### src/rtl/sandbox_host_link.sv
// Host-side link for the sandbox process. Host bytes are packed into words and handed over
// with a dataReceived/clearDR handshake. Result words go back to the host as a byte stream.
module sandbox_host_link #(
    parameter int unsigned WORD_BYTES = 6,
    parameter bit          MSB_FIRST  = 1'b1,
    parameter int unsigned RX_TIMEOUT = 0
) (
    input  logic                    masterClock,
    input  logic                    reset,
    input  logic                    rxByteValid,
    input  logic [7:0]              rxByte,
    output logic                    dataReceived,
    output logic [8*WORD_BYTES-1:0] inputData,
    input  logic                    clearDR,
    input  logic                    transmitData,
    input  logic [8*WORD_BYTES-1:0] outputData,
    output logic                    txByteValid,
    output logic [7:0]              txByte,
    input  logic                    txByteReady,
    output logic                    overrun
);

    localparam int unsigned W  = 8 * WORD_BYTES;
    localparam int unsigned CW = $clog2(WORD_BYTES + 1);
    localparam int unsigned TW = (RX_TIMEOUT > 1) ? $clog2(RX_TIMEOUT + 1) : 1;
    localparam logic [CW-1:0] LAST_IDX = CW'(WORD_BYTES - 1);
    localparam logic [TW-1:0] TMO_LAST = TW'((RX_TIMEOUT == 0) ? 0 : RX_TIMEOUT - 1);

    typedef enum logic [1:0] {R_COLLECT, R_PENDING, R_RELEASE} rx_state_t;
    typedef enum logic [1:0] {T_IDLE, T_SEND, T_WAITLOW} tx_state_t;

    rx_state_t      rx_state_q;
    logic [CW-1:0]  rx_cnt_q;
    logic [TW-1:0]  rx_timer_q;
    logic [W-1:0]   rx_sh_q, rx_sh_d;
    logic [W-1:0]   in_data_q;
    logic           dr_q;
    logic           ovr_q;

    tx_state_t      tx_state_q;
    logic [CW-1:0]  tx_idx_q;
    logic [W-1:0]   tx_sh_q, tx_sh_d;
    logic           tx_valid_q;

    // The next byte always enters on the side that ends up last on the wire.
    always_comb begin
        rx_sh_d = '0;
        tx_sh_d = '0;
        if (MSB_FIRST) begin
            rx_sh_d = {rx_sh_q[W-9:0], rxByte};
            tx_sh_d = {tx_sh_q[W-9:0], 8'h00};
        end else begin
            rx_sh_d = {rxByte, rx_sh_q[W-1:8]};
            tx_sh_d = {8'h00, tx_sh_q[W-1:8]};
        end
    end

    always_ff @(posedge masterClock) begin
        if (reset) begin
            rx_state_q <= R_COLLECT;
            rx_cnt_q   <= '0;
            rx_timer_q <= '0;
            rx_sh_q    <= '0;
            in_data_q  <= '0;
            dr_q       <= 1'b0;
            ovr_q      <= 1'b0;
        end else begin
            case (rx_state_q)
                R_COLLECT: begin
                    if (rxByteValid) begin
                        rx_timer_q <= '0;
                        if (rx_cnt_q == LAST_IDX) begin
                            in_data_q  <= rx_sh_d;
                            dr_q       <= 1'b1;
                            rx_cnt_q   <= '0;
                            rx_sh_q    <= '0;
                            rx_state_q <= R_PENDING;
                        end else begin
                            rx_sh_q  <= rx_sh_d;
                            rx_cnt_q <= rx_cnt_q + 1'b1;
                        end
                    end else if ((RX_TIMEOUT != 0) && (rx_cnt_q != '0)) begin
                        // A stalled partial word is silently dropped after RX_TIMEOUT idle cycles.
                        if (rx_timer_q == TMO_LAST) begin
                            rx_cnt_q   <= '0;
                            rx_timer_q <= '0;
                            rx_sh_q    <= '0;
                        end else begin
                            rx_timer_q <= rx_timer_q + 1'b1;
                        end
                    end
                end
                R_PENDING: begin
                    if (rxByteValid) ovr_q <= 1'b1;
                    if (clearDR) begin
                        dr_q       <= 1'b0;
                        rx_state_q <= R_RELEASE;
                    end
                end
                R_RELEASE: begin
                    if (rxByteValid) ovr_q <= 1'b1;
                    if (!clearDR) rx_state_q <= R_COLLECT;
                end
                default: rx_state_q <= R_COLLECT;
            endcase
        end
    end

    always_ff @(posedge masterClock) begin
        if (reset) begin
            tx_state_q <= T_IDLE;
            tx_idx_q   <= '0;
            tx_sh_q    <= '0;
            tx_valid_q <= 1'b0;
        end else begin
            case (tx_state_q)
                T_IDLE: begin
                    if (transmitData) begin
                        tx_sh_q    <= outputData;
                        tx_idx_q   <= '0;
                        tx_valid_q <= 1'b1;
                        tx_state_q <= T_SEND;
                    end
                end
                T_SEND: begin
                    if (tx_valid_q && txByteReady) begin
                        tx_sh_q <= tx_sh_d;
                        if (tx_idx_q == LAST_IDX) begin
                            tx_valid_q <= 1'b0;
                            tx_state_q <= T_WAITLOW;
                        end else begin
                            tx_idx_q <= tx_idx_q + 1'b1;
                        end
                    end
                end
                T_WAITLOW: begin
                    if (!transmitData) tx_state_q <= T_IDLE;
                end
                default: tx_state_q <= T_IDLE;
            endcase
        end
    end

    assign dataReceived = dr_q;
    assign inputData    = in_data_q;
    assign overrun      = ovr_q;
    assign txByteValid  = tx_valid_q;
    assign txByte       = MSB_FIRST ? tx_sh_q[W-1 -: 8] : tx_sh_q[7:0];

endmodule

### config.mk
export PLATFORM = sky130hd
export DESIGN_NAME = sandbox_host_link
export DESIGN_NICKNAME = d
export VERILOG_FILES = /design/src/rtl/sandbox_host_link.sv
export SDC_FILE = /design/constraint.sdc
export NUM_CORES = 1
export LEC_CHECK = 0
export CAP_MARGIN = 10
export CORE_UTILIZATION = 35
export CTS_BUF_LIST = sky130_fd_sc_hd__clkbuf_4 sky130_fd_sc_hd__clkbuf_8 sky130_fd_sc_hd__clkbuf_16
export DETAILED_ROUTE_END_ITERATION = 10
export GPL_TIMING_DRIVEN = 0
export PLACE_DENSITY = 0.62
export SLEW_MARGIN = 20
export SYNTH_ARGS = -nofsm -noshare
export SYNTH_HDL_FRONTEND = slang
export SYNTH_SLANG_ARGS = --single-unit
export TNS_END_PERCENT = 5
### constraint.sdc
create_clock -name masterClock -period 1.4 [get_ports masterClock]
set_input_delay 0.21 -clock masterClock [delete_from_list [all_inputs] [get_ports masterClock]]
set_output_delay 0.21 -clock masterClock [all_outputs]
set_load 0.005 [all_outputs]
==> reports/metrics.json, run 1 <==
{
  "max_cap_violations": {"value": 0},
  "ctsHtreeMaxLevel": {"value": 4},
  "synth_flop_cell": {"value": "sky130_fd_sc_hd__dfxtp_1"},
  "globalRouteMet1Util": {"value": 26.2, "unit": "%"},
  "worstSetupStartpointType": {"value": "register"},
  "async_flop_share": {"value": 0, "unit": "%"},
  "holdBufCountCts": {"value": 0},
  "grt_antenna_before_repair": {"value": 0},
  "post-dp-hpwl": {"value": 12000, "unit": "µm"},
  "gr-total-overflow": {"value": 0},
  "wl_per_cell": {"value": 15.7, "unit": "µm"},
  "max_clock_freq": {"value": 628, "unit": "MHz"},
  "synthesis.yosys.warnings": {"value": 0},
  "synth_cell_types": {"value": 36},
  "buffer_cell_driving_the_clock_tree_root": {"value": "sky130_fd_sc_hd__clkbuf_16"},
  "final_min_period_over_clock_period": {"value": 114, "unit": "%"},
  "floorplan.die.height": {"value": 135, "unit": "µm"},
  "crit_chain": {"value": "buf_6 -> or3b_4 -> buf_8 -> a32oi_4 -> mux2_4"},
  "final_core_util": {"value": 49.8, "unit": "%"},
  "floorplan.rows": {"value": 48},
  "clk_latency": {"value": 0.43, "unit": "ns"},
  "final_cell_mix": {"value": "sky130_fd_sc_hd__dfxtp_1, sky130_fd_sc_hd__nand3_1, sky130_fd_sc_hd__a21oi_1"},
  "port_buffers": {"value": 119},
  "die_area": {"value": 18100, "unit": "µm²"},
  "syn-mean-instance-area": {"value": 8.72, "unit": "µm²"},
  "post-layout-total-power": {"value": 0.0104, "unit": "W"},
  "ys_ff_latch": {"value": 149},
  "result_of_the_run": {"value": "finished, violations left"},
  "design.portCount": {"value": 121},
  "gp_routability_congestion": {"value": 0.786},
  "floorplan.core_area": {"value": 17200, "unit": "µm²"},
  "worst_r2r_startpoint": {"value": "tx_state_q[0]"},
  "total_leakage_power": {"value": 3.43, "unit": "nW"},
  "grt_first_pass_wirelength": {"value": 27800, "unit": "µm"},
  "drt_pass1_iterations": {"value": 5},
  "wl": {"value": 17200, "unit": "µm"},
  "worst-setup-path-type": {"value": "register to register"},
  "clock_tree.buffer_depth": {"value": 2},
  "timing.clock.skew": {"value": 0.0225, "unit": "ns"},
  "arrival": {"value": 1.90, "unit": "ns"},
  "grt_util_met2": {"value": 30.8, "unit": "%"},
  "n_antenna_cell": {"value": 0},
  "clock_buffers_created_by_tritoncts": {"value": 17},
  "ys_seq_area_share": {"value": 48.5, "unit": "%"},
  "count_of_final_setup_violators": {"value": 47},
  "violations_in_the_final_reports": {"value": "setup timing"},
  "initial_utilization": {"value": 35.7, "unit": "%"},
  "post_route_cells_drive_above_1_share": {"value": 18.5, "unit": "%"},
  "number_of_nets_in_the_synthesized_netlist": {"value": 774},
  "area_growth_syn_to_layout": {"value": 39.6, "unit": "%"},
  "netlist_area": {"value": 6150, "unit": "µm²"},
  "timing.critical_path.from": {"value": "tx_state_q[0]"},
  "path_max_fanout": {"value": 8},
  "timing_hold_violations_final": {"value": 0},
  "drc": {"value": 0},
  "detail_route.vias_per_cell": {"value": 5.23},
  "layoutNonFillerInstCount": {"value": 1090},
  "worst_ep_required": {"value": 1.70, "unit": "ns"},
  "global_route.usage.met3": {"value": 4.62, "unit": "%"},
  "cp_slowest_stage_delay": {"value": 0.38, "unit": "ns"},
  "power_density": {"value": 1210, "unit": "nW/µm²"},
  "slew_headroom": {"value": 60.9, "unit": "%"},
  "grt_setup_unrepaired": {"value": "yes"},
  "fin_crit": {"value": 1.59, "unit": "ns"},
  "ir_drop_worst_case_vdd": {"value": 0.909, "unit": "mV"},
  "chipWidth": {"value": 135, "unit": "µm"},
  "crit_path_top_delay_cell": {"value": "sky130_fd_sc_hd__or3b_4"},
  "worstHoldPathType": {"value": "input pin to register"},
  "clkSlewWorstSetupHoldPaths": {"value": 0.06, "unit": "ns"},
  "layout_commonest_cell": {"value": "sky130_fd_sc_hd__dfxtp_1"},
  "placed_cells": {"value": 1049},
  "number_of_inserted_filler_cells_in_the_final_layout": {"value": 1665},
  "timing.final.ws_setup": {"value": -0.192, "unit": "ns"},
  "final_nets": {"value": 922},
  "route.vias.total": {"value": 5705},
  "grt_usage": {"value": 19.6, "unit": "%"},
  "number_of_synthesized_flops_with_an_enable_pin": {"value": 0},
  "drv_slew": {"value": 0},
  "num_clock_sinks": {"value": 149},
  "drt_first_iter_violations": {"value": 256},
  "hold_path.startpoint": {"value": "reset"},
  "first_global_vias": {"value": 5477},
  "antenna_violating_nets_remaining": {"value": 0},
  "grt_busiest_layer": {"value": "met2"},
  "worst-slew-pin-transition": {"value": 0.586, "unit": "ns"},
  "grt_start_max_net_pins": {"value": 17},
  "postSynthCellCount": {"value": 705},
  "cts_tree": {"value": "yes"},
  "timing.critical_path.to_type": {"value": "register"}
}
==> cells in the mapped netlist (13+ instances only) <==
master	instances	area, µm²
sky130_fd_sc_hd__nand3_1	97	485
sky130_fd_sc_hd__o21ai_0	51	255
sky130_fd_sc_hd__dfxtp_1	149	2980
sky130_fd_sc_hd__clkbuf_1	47	176
sky130_fd_sc_hd__mux2i_1	42	420
sky130_fd_sc_hd__buf_4	13	97.6
sky130_fd_sc_hd__a21oi_1	101	505
sky130_fd_sc_hd__a211oi_1	41	308
sky130_fd_sc_hd__buf_2	17	85.1
sky130_fd_sc_hd__nand2_1	53	199
sky130_fd_sc_hd__nor3_1	42	210
==> routing by layer <==
layer / wire length, µm / up-vias
met5: 0 / -
met4: 224 / 0
met3: 1040 / 19
met2: 7910 / 147
met1: 7980 / 2726
li1: - / 2813
==> state kept, by name, indices dropped and copies added (netlist names) <==
| name | cells |
|---|---|
| inputData | 48 |
| tx_sh_q | 48 |
| rx_sh_q | 40 |
| rx_cnt_q | 3 |
| tx_idx_q | 3 |
| rx_state_q | 2 |
| tx_state_q | 2 |
| dataReceived | 1 |
| overrun | 1 |
| txByteValid | 1 |
==> path summary, 6_finish.rpt <==
| kind | to | slack, ns | cells past startpoint |
|---|---|---|---|
| max reg2reg | tx_idx_q[1] | -0.19 | 5 |
| min | tx_idx_q[0] | 0.34 | 3 |
| max | tx_idx_q[1] | -0.19 | 5 |
| min reg2reg | rx_sh_q[35] | 0.45 | 2 |
==> final cells by class <==
type,instances,area [µm²],share of cell area (%)
Buffer,80,582,6.78
Clock buffer,25,536,6.24
Clock inverter,6,88.8,1.04
Inverter,6,27.5,0.321
Multi-Input combinational cell,470,2850,33.2
Sequential cell,149,3020,35.1
Tap cell,225,282,3.28
Timing Repair Buffer,129,1200,14.0
==> what timing repair did <==
item,4_1_cts,5_1_grt
pin swaps,3,16
endpoints found under the setup margin,205,145
buffers inserted,3,5
cloned,0,2
resized for setup,138,69
==> where the power goes <==
part | switching [W] | leakage [nW] | total, W | internal, W
Clock | 0.00174 | 0.304 | 0.00474 | 0.00300
Combinational | 0.000543 | 1.90 | 0.00112 | 0.000572
Sequential | 0.000102 | 1.22 | 0.00451 | 0.00441
==> per-stage QoR <==
stage                     instance area [µm²]  hold slack, ns  setup TNS (ns)  worst slack (ns)
after floorplan                          6150           0.315           -4.82            -0.129
final                                    8580           0.340           -1.22            -0.192
after CTS                                8370           0.337           -4.41            -0.197
after global placement                   7630           0.441          -64.53            -0.613
after detailed placement                 7630           0.446          -65.94            -0.624
after global routing                     8580           0.359           -9.93            -0.223
==> cell families (layout without fill, tap and decap cells) <==
kind of cell    count (synthesis)  after routing  synth area share (%)
xor+xnor                        1              1                 0.142
buf+inv                        86            246                  6.63
mux                            44             44                  7.26
simple gates                  219            219                  17.5
flops                         149            149                  48.5
fa+ha+maj                       7              7                  1.42
compound gates                199            199                  18.5
==> worst max-delay path, delay by kind of cell (launching register included) <==
kind,cells,cell delay (ns)
AO/OA/AOI/OAI,1,0.21
buffers and inverters,2,0.26
flip-flops,1,0.30
multiplexers,1,0.32
AND/OR/NAND/NOR,1,0.38
Note: power is estimated with default switching activity, not from simulation.
==> run 2, diff against run 1 <==
--- a/config.mk
+++ b/config.mk
@@ -5,12 +5,14 @@
 export SDC_FILE = /design/constraint.sdc
 export NUM_CORES = 1
 export LEC_CHECK = 0
+export ABC_AREA = 1
 export CAP_MARGIN = 10
 export CORE_UTILIZATION = 35
 export CTS_BUF_LIST = sky130_fd_sc_hd__clkbuf_4 sky130_fd_sc_hd__clkbuf_8 sky130_fd_sc_hd__clkbuf_16
 export DETAILED_ROUTE_END_ITERATION = 10
 export GPL_TIMING_DRIVEN = 0
 export PLACE_DENSITY = 0.62
+export SKIP_CTS_REPAIR_TIMING = 1
 export SLEW_MARGIN = 20
 export SYNTH_ARGS = -nofsm -noshare
 export SYNTH_HDL_FRONTEND = slang
==> reports/metrics.json, run 2 <==
{
  "port_buffers": {"value": 120, "change": "was 119"},
  "drv_slew": {"value": 0, "change": "unchanged"},
  "number_of_nets_in_the_synthesized_netlist": {"value": 903, "change": "was 774"},
  "timing.clock.skew": {"value": 0.00614, "unit": "ns", "change": "was 0.0225 ns"},
  "timing_hold_violations_final": {"value": 0, "change": "unchanged"},
  "async_flop_share": {"value": 0, "unit": "%", "change": "unchanged"},
  "sw_frac_of_total": {"value": 34.4, "unit": "%", "change": "was 23.0%"},
  "p_clk_share": {"value": 29.3, "unit": "%", "change": "was 45.7%"},
  "synth_top_cells_by_area": {"value": "sky130_fd_sc_hd__dfxtp_1, sky130_fd_sc_hd__nor2_1, sky130_fd_sc_hd__nand2_1", "change": "was sky130_fd_sc_hd__dfxtp_1, sky130_fd_sc_hd__a21oi_1, sky130_fd_sc_hd__nand3_1"},
  "buffer_cell_driving_the_clock_tree_root": {"value": "sky130_fd_sc_hd__clkbuf_16", "change": "unchanged"},
  "synthesis.yosys.warnings": {"value": 0, "change": "unchanged"},
  "layout_commonest_cell": {"value": "sky130_fd_sc_hd__nor2_1", "change": "was sky130_fd_sc_hd__dfxtp_1"},
  "crit_chain": {"value": "inv_4 -> ha_4 -> nand2_8 -> nor2_4 -> inv_2 -> buf_12 -> buf_6 -> nor2_1 -> nor2_1", "change": "was buf_6 -> or3b_4 -> buf_8 -> a32oi_4 -> mux2_4"},
  "cpMostUsedCell": {"value": "sky130_fd_sc_hd__nor2_1"},
  "grt_usage": {"value": 18.2, "unit": "%", "change": "was 19.6%"},
  "violations_in_the_final_reports": {"value": "setup timing", "change": "unchanged"},
  "cp_slowest_stage_delay": {"value": 0.35, "unit": "ns", "change": "was 0.38 ns"},
  "seqPwrFrac": {"value": 38.0, "unit": "%", "change": "was 43.5%"},
  "ir_drop_worst_case_vdd": {"value": 0.978, "unit": "mV", "change": "was 0.909 mV"},
  "ys_ff_latch": {"value": 149, "change": "unchanged"},
  "drt_first_iter_violations": {"value": 226, "change": "was 256"},
  "clk_latency": {"value": 0.42, "unit": "ns", "change": "was 0.43 ns"},
  "netlist_area": {"value": 6100, "unit": "µm²", "change": "was 6150 µm²"},
  "syn-mean-instance-area": {"value": 7.32, "unit": "µm²", "change": "was 8.72 µm²"},
  "clock_tree.buffer_depth": {"value": 2, "change": "unchanged"},
  "detail_route.vias_per_cell": {"value": 4.62, "change": "was 5.23"},
  "arrival": {"value": 1.76, "unit": "ns", "change": "was 1.90 ns"},
  "worst_ep_required": {"value": 1.72, "unit": "ns", "change": "was 1.70 ns"},
  "worst-setup-path-type": {"value": "register to register", "change": "unchanged"},
  "synth_flop_cell": {"value": "sky130_fd_sc_hd__dfxtp_1", "change": "unchanged"},
  "wl": {"value": 16400, "unit": "µm", "change": "was 17200 µm"},
  "area_growth_syn_to_layout": {"value": 41.4, "unit": "%", "change": "was 39.6%"},
  "timing.final.ws_setup": {"value": -0.0425, "unit": "ns", "change": "was -0.192 ns"},
  "clock_buffers_created_by_tritoncts": {"value": 17, "change": "unchanged"},
  "path_max_fanout": {"value": 7, "change": "was 8"},
  "ys_seq_area_share": {"value": 48.9, "unit": "%", "change": "was 48.5%"},
  "synthTopCellsByCount": {"value": "sky130_fd_sc_hd__nor2_1, sky130_fd_sc_hd__nand2_1, sky130_fd_sc_hd__dfxtp_1", "change": "was sky130_fd_sc_hd__dfxtp_1, sky130_fd_sc_hd__a21oi_1, sky130_fd_sc_hd__nand3_1"},
  "initial_utilization": {"value": 36.3, "unit": "%", "change": "was 35.7%"},
  "result_of_the_run": {"value": "finished, violations left", "change": "unchanged"},
  "worstSetupStartpointType": {"value": "register", "change": "unchanged"},
  "route.vias.total": {"value": 5628, "change": "was 5705"},
  "final_nets": {"value": 1053, "change": "was 922"},
  "synth_largest_type_area_fraction": {"value": 48.9, "unit": "%", "change": "was 48.5%"},
  "power_frac_comb": {"value": 32.7, "unit": "%", "change": "was 10.8%"},
  "total_leakage_power": {"value": 4.67, "unit": "nW", "change": "was 3.43 nW"},
  "holdWs": {"value": 0.179, "unit": "ns", "change": "was 0.340 ns"},
  "antenna_violating_nets_remaining": {"value": 0, "change": "unchanged"},
  "fin_crit": {"value": 1.44, "unit": "ns", "change": "was 1.59 ns"},
  "slew_headroom": {"value": 64.5, "unit": "%", "change": "was 60.9%"},
  "final_core_util": {"value": 51.3, "unit": "%", "change": "was 49.8%"},
  "placed_cells": {"value": 1174, "change": "was 1049"},
  "floorplan.die.height": {"value": 134, "unit": "µm", "change": "was 135 µm"},
  "post-dp-hpwl": {"value": 11400, "unit": "µm", "change": "was 12000 µm"},
  "post-synth-top-area-cell": {"value": "sky130_fd_sc_hd__dfxtp_1", "change": "unchanged"},
  "floorplan.rows": {"value": 47, "change": "was 48"},
  "layoutNonFillerInstCount": {"value": 1217, "change": "was 1090"},
  "post_route_cells_drive_above_1_share": {"value": 16.2, "unit": "%", "change": "was 18.5%"},
  "floorplan.core_area": {"value": 16800, "unit": "µm²", "change": "was 17200 µm²"},
  "power.internal": {"value": 0.0106, "unit": "W", "change": "was 0.00798 W"},
  "postSynthCellCount": {"value": 834, "change": "was 705"},
  "n_antenna_cell": {"value": 0, "change": "unchanged"},
  "wl_per_cell": {"value": 13.5, "unit": "µm", "change": "was 15.7 µm"},
  "final_min_period_over_clock_period": {"value": 103, "unit": "%", "change": "was 114%"},
  "crit_path_top_delay_cell": {"value": "sky130_fd_sc_hd__dfxtp_4", "change": "was sky130_fd_sc_hd__or3b_4"},
  "die_area": {"value": 18000, "unit": "µm²", "change": "was 18100 µm²"},
  "power_density": {"value": 1880, "unit": "nW/µm²", "change": "was 1210 nW/µm²"},
  "worstHoldPathType": {"value": "input pin to register", "change": "unchanged"},
  "number_of_synthesized_flops_with_an_enable_pin": {"value": 0, "change": "unchanged"},
  "worst-slew-pin-transition": {"value": 0.532, "unit": "ns", "change": "was 0.586 ns"},
  "chipWidth": {"value": 134, "unit": "µm", "change": "was 135 µm"},
  "count_of_final_setup_violators": {"value": 14, "change": "was 47"},
  "design.portCount": {"value": 121, "change": "unchanged"},
  "synthMostInstantiatedCell": {"value": "sky130_fd_sc_hd__nor2_1", "change": "was sky130_fd_sc_hd__dfxtp_1"},
  "gp_routability_congestion": {"value": 0.842, "change": "was 0.786"},
  "grt_first_pass_wirelength": {"value": 25600, "unit": "µm", "change": "was 27800 µm"},
  "max_cap_violations": {"value": 0, "change": "unchanged"},
  "grt_setup_unrepaired": {"value": "yes", "change": "unchanged"},
  "num_clock_sinks": {"value": 149, "change": "unchanged"},
  "synth_cell_types": {"value": 27, "change": "was 36"},
  "drt_pass1_iterations": {"value": 4, "change": "was 5"},
  "grt_antenna_before_repair": {"value": 0, "change": "unchanged"},
  "final_cell_mix": {"value": "sky130_fd_sc_hd__nor2_1, sky130_fd_sc_hd__nand2_1, sky130_fd_sc_hd__dfxtp_1", "change": "was sky130_fd_sc_hd__dfxtp_1, sky130_fd_sc_hd__nand3_1, sky130_fd_sc_hd__a21oi_1"},
  "first_global_vias": {"value": 5147, "change": "was 5477"},
  "cts_tree": {"value": "yes", "change": "unchanged"},
  "ctsHtreeMaxLevel": {"value": 4, "change": "unchanged"},
  "gr-total-overflow": {"value": 0, "change": "unchanged"},
  "grt_start_max_net_pins": {"value": 17, "change": "unchanged"},
  "clkSlewWorstSetupHoldPaths": {"value": 0.06, "unit": "ns", "change": "about the same"},
  "timing.critical_path.to_type": {"value": "register", "change": "unchanged"},
  "drc": {"value": 0, "change": "unchanged"},
  "power_switching": {"value": 0.00558, "unit": "W", "change": "was 0.00239 W"},
  "max_clock_freq": {"value": 693, "unit": "MHz", "change": "was 628 MHz"}
}
-- run 2: changes by cell type after synthesis, moves of 41 or more --
cell | previous run | this run
sky130_fd_sc_hd__nand2_1 | 53 | 156
sky130_fd_sc_hd__nand3_1 | 97 | 6
sky130_fd_sc_hd__o21ai_1 | 0 | 44
sky130_fd_sc_hd__mux2i_1 | 42 | 0
sky130_fd_sc_hd__a211oi_1 | 41 | 0
sky130_fd_sc_hd__a21oi_1 | 101 | 52
sky130_fd_sc_hd__nor2_1 | 7 | 209
-- run 2: cell type report --
| class | count | area [µm²] |
|---|---|---|
| inverters | 23 | 91.3 |
| clock buffers | 21 | 474 |
| multi-input cells | 600 | 2760 |
| repair buffers | 131 | 1440 |
| clock inverters | 11 | 148 |
| fillers | 1695 | 8190 |
| flip-flops and latches | 149 | 3020 |
| well taps | 220 | 275 |
| plain buffers | 62 | 429 |
-- run 2: worst paths after layout --
check | from | end | slack [ns] | depth (start not counted)
max | rx_state_q[0] | inputData[17] | -0.04 | 9
min | reset | txByteValid | 0.18 | 2
min reg2reg | tx_sh_q[6] | tx_sh_q[6] | 0.46 | 2
max reg2reg | rx_state_q[0] | inputData[17] | -0.04 | 9
-- run 2: worst max-delay path, delay by kind of cell, from the launching register on --
kind          cells  cell delay [ns]
fa+ha+maj         1             0.16
simple gates      4             0.39
buf+inv           4             0.42
flops             1             0.35
-- run 2: routing by layer --
layer	share of wire [%]	global-route usage (%)	up-vias
li1	-	-	2974
met1	47	23.3	2517
met3	4.5	4.16	24
met2	47	30.1	113
met4	1.5	6.24	0
met5	0	0	-
-- run 2: stage by stage --
stage               instance area [µm²]  total power (W)  setup TNS (ns)  setup slack, ns
global placement                   7590           0.0112          -50.67           -0.718
CTS                                8220           0.0161          -21.77           -0.277
detailed placement                 7590           0.0112          -52.15           -0.710
finish                             8630           0.0162          -0.124          -0.0425
floorplan                          6120          0.00957               0           0.0217
global route                       8630           0.0174           -4.29           -0.114
-- run 2: power by group through the flow --
stage	registers (W)	clock network, W	logic (W)
6_report	0.00616	0.00476	0.00530
5_1_grt	0.00630	0.00508	0.00606
4_1_cts	0.00608	0.00487	0.00512
3_5_place_dp	0.00617	0	0.00508
3_3_place_gp	0.00615	0	0.00503
2_1_floorplan	0.00595	0	0.00362
-- run 2: cells by family (layout without fill, tap and decap cells) --
kind of cell,after synthesis,in the layout,share of synthesized area [%]
xor gates and xnor gates,1,1,0.143
AOI/OAI and AO/OA,190,190,15.7
DFF,149,149,48.9
and+or+nand+nor,402,402,26.4
buffers and inverters,85,248,7.46
adders and majority gates,7,7,1.43
